==> src/rtl/switch_debouncer.sv <==
// Slide-switch conditioner: 2-flop synchronizer followed by an independent
// debounce FSM per channel producing a clean level plus rise/fall pulses.

module switch_debouncer_lane #(
  parameter int DEBOUNCE_CYCLES = 500000,
  parameter int CNT_W           = $clog2(DEBOUNCE_CYCLES+1)
) (
  input  logic clk,
  input  logic rst_n,
  input  logic sync,
  output logic level,
  output logic rise,
  output logic fall
);

  typedef enum logic [1:0] {STABLE_LO, WAIT_HI, STABLE_HI, WAIT_LO} state_t;

  localparam logic [CNT_W-1:0] CNT_LAST = CNT_W'(DEBOUNCE_CYCLES-1);

  state_t           state, state_nxt;
  logic [CNT_W-1:0] cnt, cnt_nxt;
  logic             level_nxt, rise_nxt, fall_nxt;
  logic             done;

  assign done = (cnt == CNT_LAST);

  always_ff @(posedge clk or negedge rst_n) begin
    if (!rst_n) begin
      state <= STABLE_LO;
      cnt   <= '0;
      level <= 1'b0;
      rise  <= 1'b0;
      fall  <= 1'b0;
    end else begin
      state <= state_nxt;
      cnt   <= cnt_nxt;
      level <= level_nxt;
      rise  <= rise_nxt;
      fall  <= fall_nxt;
    end
  end

  // Any sample disagreeing with the candidate level drops back to the stable
  // state, so a bounce restarts qualification with no partial credit.
  always_comb begin
    state_nxt = state;
    cnt_nxt   = cnt;
    unique case (state)
      STABLE_LO: if (sync) begin
        state_nxt = WAIT_HI;
        cnt_nxt   = '0;
      end
      WAIT_HI: begin
        if (!sync)     state_nxt = STABLE_LO;
        else if (done) state_nxt = STABLE_HI;
        else           cnt_nxt   = cnt + CNT_W'(1);
      end
      STABLE_HI: if (!sync) begin
        state_nxt = WAIT_LO;
        cnt_nxt   = '0;
      end
      WAIT_LO: begin
        if (sync)      state_nxt = STABLE_HI;
        else if (done) state_nxt = STABLE_LO;
        else           cnt_nxt   = cnt + CNT_W'(1);
      end
      default: state_nxt = STABLE_LO;
    endcase
  end

  always_comb begin
    level_nxt = level;
    rise_nxt  = 1'b0;
    fall_nxt  = 1'b0;
    if (state == WAIT_HI && sync && done) begin
      level_nxt = 1'b1;
      rise_nxt  = 1'b1;
    end
    if (state == WAIT_LO && !sync && done) begin
      level_nxt = 1'b0;
      fall_nxt  = 1'b1;
    end
  end

endmodule

module switch_debouncer #(
  parameter int WIDTH           = 2,
  parameter int DEBOUNCE_CYCLES = 500000
) (
  input  logic             clk,
  input  logic             rst_n,
  input  logic [WIDTH-1:0] sw_in,
  output logic [WIDTH-1:0] sw_level,
  output logic [WIDTH-1:0] sw_rise,
  output logic [WIDTH-1:0] sw_fall
);

  localparam int CNT_W = $clog2(DEBOUNCE_CYCLES+1);

  logic [WIDTH-1:0] sw_meta, sw_sync;

  always_ff @(posedge clk or negedge rst_n) begin
    if (!rst_n) begin
      sw_meta <= '0;
      sw_sync <= '0;
    end else begin
      sw_meta <= sw_in;
      sw_sync <= sw_meta;
    end
  end

  for (genvar g = 0; g < WIDTH; g++) begin : g_lane
    switch_debouncer_lane #(
      .DEBOUNCE_CYCLES(DEBOUNCE_CYCLES),
      .CNT_W          (CNT_W)
    ) u_lane (
      .clk  (clk),
      .rst_n(rst_n),
      .sync (sw_sync[g]),
      .level(sw_level[g]),
      .rise (sw_rise[g]),
      .fall (sw_fall[g])
    );
  end

endmodule

==> config.mk <==
export PLATFORM = sky130hd
export DESIGN_NAME = switch_debouncer
export DESIGN_NICKNAME = d
export VERILOG_FILES = /design/src/rtl/switch_debouncer.sv
export SDC_FILE = /design/constraint.sdc
export NUM_CORES = 1
export LEC_CHECK = 0
export CELL_PAD_IN_SITES_DETAIL_PLACEMENT = 0
export CELL_PAD_IN_SITES_GLOBAL_PLACEMENT = 1
export CORE_ASPECT_RATIO = 1.75
export CORE_UTILIZATION = 40
export DETAILED_ROUTE_END_ITERATION = 8
export PLACE_DENSITY = 0.79
export SETUP_SLACK_MARGIN = 0.02
export SYNTH_ARGS = -nofsm -noshare
export SYNTH_HDL_FRONTEND = slang
export SYNTH_SLANG_ARGS = --single-unit
==> constraint.sdc <==
create_clock -name clk -period 5.5 [get_ports clk]
set_input_delay 1.375 -clock clk [delete_from_list [all_inputs] [get_ports clk]]
set_output_delay 1.375 -clock clk [all_outputs]
set_load 0.02 [all_outputs]
* Word-level counts from Yosys, hierarchy flattened
Cells that the tools add are included.
Storage, ports and cells: register bits after elaboration 52, input port bits 4, output and inout port bits 6, word-level logic and storage cells 86
Operators by class: add/sub/neg operators 2, equal/unequal tests 20, multiplexer cells 34, reduce and logical (&&, ||, !) cells 18
Operators with widths (count):
- 19-bit 2-to-1 mux | 10
- 19-bit case mux with 4 select lines | 2
- 19-bit by 1-bit adder with 19-bit output (second input constant) | 2
- 19-bit equality test (second input constant) | 2
- 2-bit 2-to-1 mux | 12
- 2-bit inequality test (second input constant) | 8
- 2-bit case mux with 4 select lines | 2
- 4-bit AND reduction | 4
- 3-bit by 2-bit inequality test with 1-bit output (second input constant) | 4
- 2-bit equality test (second input constant) | 4
- 1-bit logical AND | 8
- 1-bit 2-to-1 mux | 8
- 2-bit by 1-bit equality test with 1-bit output (second input constant) | 2
- 2-bit zero test | 2
- 2-bit nonzero test | 2
- 1-bit zero test | 2

* Depth between registers and ports, before layout
word-level depth 5, depth in mapped cells 7

* Modules after synthesis
Synthesis repeated with hierarchy kept, for this count alone.
Unflattened totals: cell total of the unflattened synthesis 300, area, all modules 2890.3 um^2
By module, submodules not included:
- switch_debouncer_lane | instances 2, cells each 148, area each 1395.1 um^2, seq. area each 600.6 um^2
- switch_debouncer | instances 1, cells each 4, area each 100.1 um^2, seq. area each 100.1 um^2

* Least setup slack after synthesis
Ideal clock, no wire load.
path kind reg-to-reg, start point register g_lane[1].u_lane.cnt[12], end point register (tool-made name), library setup time 0.125 ns, arrival time 1.935 ns, slack 3.440 ns, cell stages (with the launch flop) 7, clock period less this slack 2.060 ns, cell sequence dfrtp_1 or4b_1 nor4_2 and2b_1 buf_6 nand2_2 mux2_4
RTL lines:
- start, declared | line 21 | logic [CNT_W-1:0] cnt, cnt_nxt;
- start signal, assigned | line 36 | cnt <= cnt_nxt;

* Worst setup path in the final report
start point register g_lane[1].u_lane.level, end point output port sw_level[1]
RTL lines:
- start, declared | line 11 | output logic level,
- start signal, assigned | line 37 | level <= level_nxt;
- end, declared | line 94 | output logic [WIDTH-1:0] sw_level,
No word-level cell between the ends.

==> summary by stage <==
Synthesis
Summing the areas of all compound-gate instances in the mapped netlist gives between 10% and 20% of the synthesized area. The most common cell in the synthesized netlist is dfrtp_1. The number of warnings printed during yosys synthesis is 0. Counting flops with a built-in enable in the synthesized netlist gives 0. After synthesis, the netlist uses 55 different library cells. Of the total synthesized cell area, the portion taken by AND, OR, NAND and NOR gates is approximately 26%. The synthesized area per cell is ~9.6 um^2. The cell area after synthesis is around 2700 um^2. Synthesis produced between 200 and 300 cells. When the netlist entered floorplanning its net count stood at ~290.

The cell type contributing the most total cell area after synthesis is dfrtp_1. Sequential elements use between 40% and 50% of the synthesized area. Multiplexer cells account for 2.869% of the synthesized area. Summed over its instances, the top area cell type makes up 47.36% of the synthesized netlist area. By count the netlist is led by 52 x dfrtp_1, 37 x nand2_1, 21 x nor2_1. In the synthesized netlist the dominant register cell turns out to be dfrtp_1. Of all flip-flops after synthesis, the portion carrying an async set or reset was between 90% and 100%.

After synthesis the netlist holds a flip-flop and latch count of 52. After synthesis, the largest family of logic cells by area is simple AND/OR/NAND/NOR gates. Yosys attributes the largest share of cell area to dfrtp_1 47%, nand2_1 5.1%, nor2_1 2.9%.

The xor-xnor portion of the synthesized cell area is about 3.8%. The fraction of the mapped netlist area in adder cells is less than 1%.

STA
The fraction of the cycle the final worst path needs is about 48%. Timing would allow up to 377.8 MHz. The setup TNS is 0 ps. The final count of hold timing violations came to 0. For the pin with the worst max-slew slack, the measured transition is between 800 and 900 ps. On the final layout, the worst hold slack is 350.8 ps.

The minimum period implied by the final worst setup slack is roughly 2600 ps. On the final layout, the worst clock skew is just under 9 ps. The final setup violation count is 0. The final-report max-slew violation count is 0. Setup repair after global routing left no endpoint under its margin. The setup slack of the critical path after layout is 2853 ps.

The headroom to the max-slew limit is approximately two fifths.

Critical path
The worst flop-to-flop path startpoint is g_lane[1].u_lane.cnt[12]. The cell type of the slowest stage on the worst timing path is clkdlybuf4s50_1. The cell depth of the worst flop-to-flop path is 5.

STA classifies the critical path endpoint as an output pin. The launch point of the worst path is g_lane[1].u_lane.level. In this run the number of cells on the critical path is 1. The data required time of the critical path is between 4000 and 5000 ps. The maximum fanout along the worst path is 3. The critical path in this run is classified as register to output pin. The endpoint of the worst setup timing path is sw_level[1]. The longest individual stage delay on the worst path is 610 ps. The critical path data arrival time is between 1000 and 1500 ps. The signal on the critical path passes through clkdlybuf4s50_1. For flop-to-flop paths, the worst setup slack is 3140 ps. The family with the most delay on the worst path is buffers and inverters. The type of element launching the critical path is a register.

The number of buffer and inverter stages on the critical path is 1.

Clocking
The clock tree synthesis step divided the H-tree into 2 levels. The post-cts repair resize count is 0. Post-CTS timing repair inserted 0 buffers for setup. In this run the clock root is driven by a clkbuf_16. No sink is reached through more buffers than the 2 on the longest clock path. The number of clock buffers added by TritonCTS is 5. The TritonCTS clock tree is done.

Clock tree synthesis found a total of between 50 and 60 sinks. The post-cts hold buffer count is 0. The clock-pin slew on the worst setup and hold paths is 70 ps. The clock reaches the later pin of the worst-skew pair after roughly 290 ps.

Die
The count of pins on the block boundary is 10. The floorplan step defined a die boundary enclosing approximately 7200 um^2. Once the floorplan was initialized, standard cells occupied 41.71% of the core. The placeable core region is around 6600 um^2.

From left edge to right edge, the die measures approximately 65 um. The die is approximately 110 um tall. The number of placement rows is 39.

Route
The average via count per standard cell is around 5.7. The average detailed-routed wire length per instance is 15.19 um. Once detail routing completed, the nets flagged for antenna violations numbered 0. The routed layout has ~2100 vias.

Wires add up to between 5000 and 6000 um. The detailed-route DRC error count is 0. The length of the first detailed-routing pass in iterations is 4. The DRC marker count from the first detailed-route iteration is between 100 and 150.

Run
Across the run, the number of max-cap violations was 0.

Global routing
In the global route stage, overall resource usage came out at roughly 17%. The pin count of the biggest net entering global routing is 53. The initial antenna violation count was 0. The leftover overflow at the end of global routing is 0. The wire length of the first global-routing pass is about 9600 um. The via count of the first global-routing pass came to approximately 2000.

Worst hold path
In this run the worst hold path is classified as register to register.

Pwr
Summing internal, switching and leakage power gives ~0.83 mW. The total leakage power is between 1 and 1.5 nW. The power density over cell area is between 200 and 300 nW/um^2.

Across the VDD grid, the largest voltage drop is around 0.15 mV.

Finish
The fraction of the core area covered by cells at the end of the flow is 46.00%. The finished layout cell area is 3030 um^2. The finished layout holds between 300 and 400 standard cells, fillers aside. The number of nets in the finished design is between 200 and 300. The proportion of layout cells with a drive suffix above 1 is under 10%. The number of antenna diodes in the final layout is 0. Compared with the post-synthesis result, the final layout area differs by 10.29%.

Status
The run finished with clean final reports.

Placed design
The total placed cells including tap cells is approximately 360. Port buffering added 9 buffers. The cell area reported after detailed placement is 2848 um^2.

The detailed-placement wirelength estimate is 3907 um. Routability-driven placement finished with a final weighted congestion of about 0.83. OpenSTA, run right after detailed placement, puts the worst setup slack at 3153 ps.
cells by family after synthesis:
logic type      Yosys count
simple gates            130
mux                       7
fa+ha+maj                 2
xor+xnor                 12
buf+inv                  24
flops                    52
compound gates           60
cell usage in the layout, fill, tap and decap left out, types with 6 or more instances in the layout:
cell and count:
dfrtp_1 52, nand2_1 37, nor2_1 21, o21ai_0 15, nand3_1 14, a21oi_1 13
nand4_1 8, clkdlybuf4s50_1 8, nor4_1 7, nor3_1 7, a22o_1 7, inv_1 7
xor2_1 6, xnor2_1 6, o211ai_1 6
layer usage:
layer  up-vias  GRT usage [%]  part of all wire (%)
met5         -              0                     0
met4         0          6.370                   1.0
met3         5          3.484                   2.1
met2        28          32.63                    58
met1      1021          18.29                    39
li1       1050              -                     -
layout make-up:
cell class / count / area, um^2
tap: 82 / 102.6
multi-input combinational: 211 / 1318
clock buffer: 7 / 152.6
fill: 635 / 3557
inverter: 7 / 26.28
timing repair buffer: 11 / 100.1
clock inverter: 1 / 30.03
sequential: 52 / 1301
worst min-delay path by stage:
stage	start	depth (start not counted)	end	slack [ps]
after floorplan	sw_meta[0]	0	sw_sync[0]	330
after global placement	sw_meta[0]	0	sw_sync[0]	330
after detailed placement	sw_meta[1]	0	sw_sync[1]	340
after CTS	sw_meta[1]	0	sw_sync[1]	350
after global routing	sw_meta[1]	0	sw_sync[1]	360
final	sw_meta[1]	0	sw_sync[1]	350
registers in the layout, indices dropped and copies added (netlist names), named ones only:
| register | flops |
|---|---|
| g_lane.u_lane.state | 2 |
| g_lane.u_lane.rise | 2 |
| g_lane.u_lane.level | 2 |
| sw_meta | 2 |
| g_lane.u_lane.fall | 2 |
| g_lane.u_lane.cnt | 38 |
| sw_sync | 2 |
report_power, final:
group | leakage [nW] | switching [mW] | internal, mW
Sequential | 0.708 | 0.0181 | 0.394
Clock | 0.0901 | 0.134 | 0.240
Combinational | 0.443 | 0.0251 | 0.0161
(Power assumes the default switching activity.)
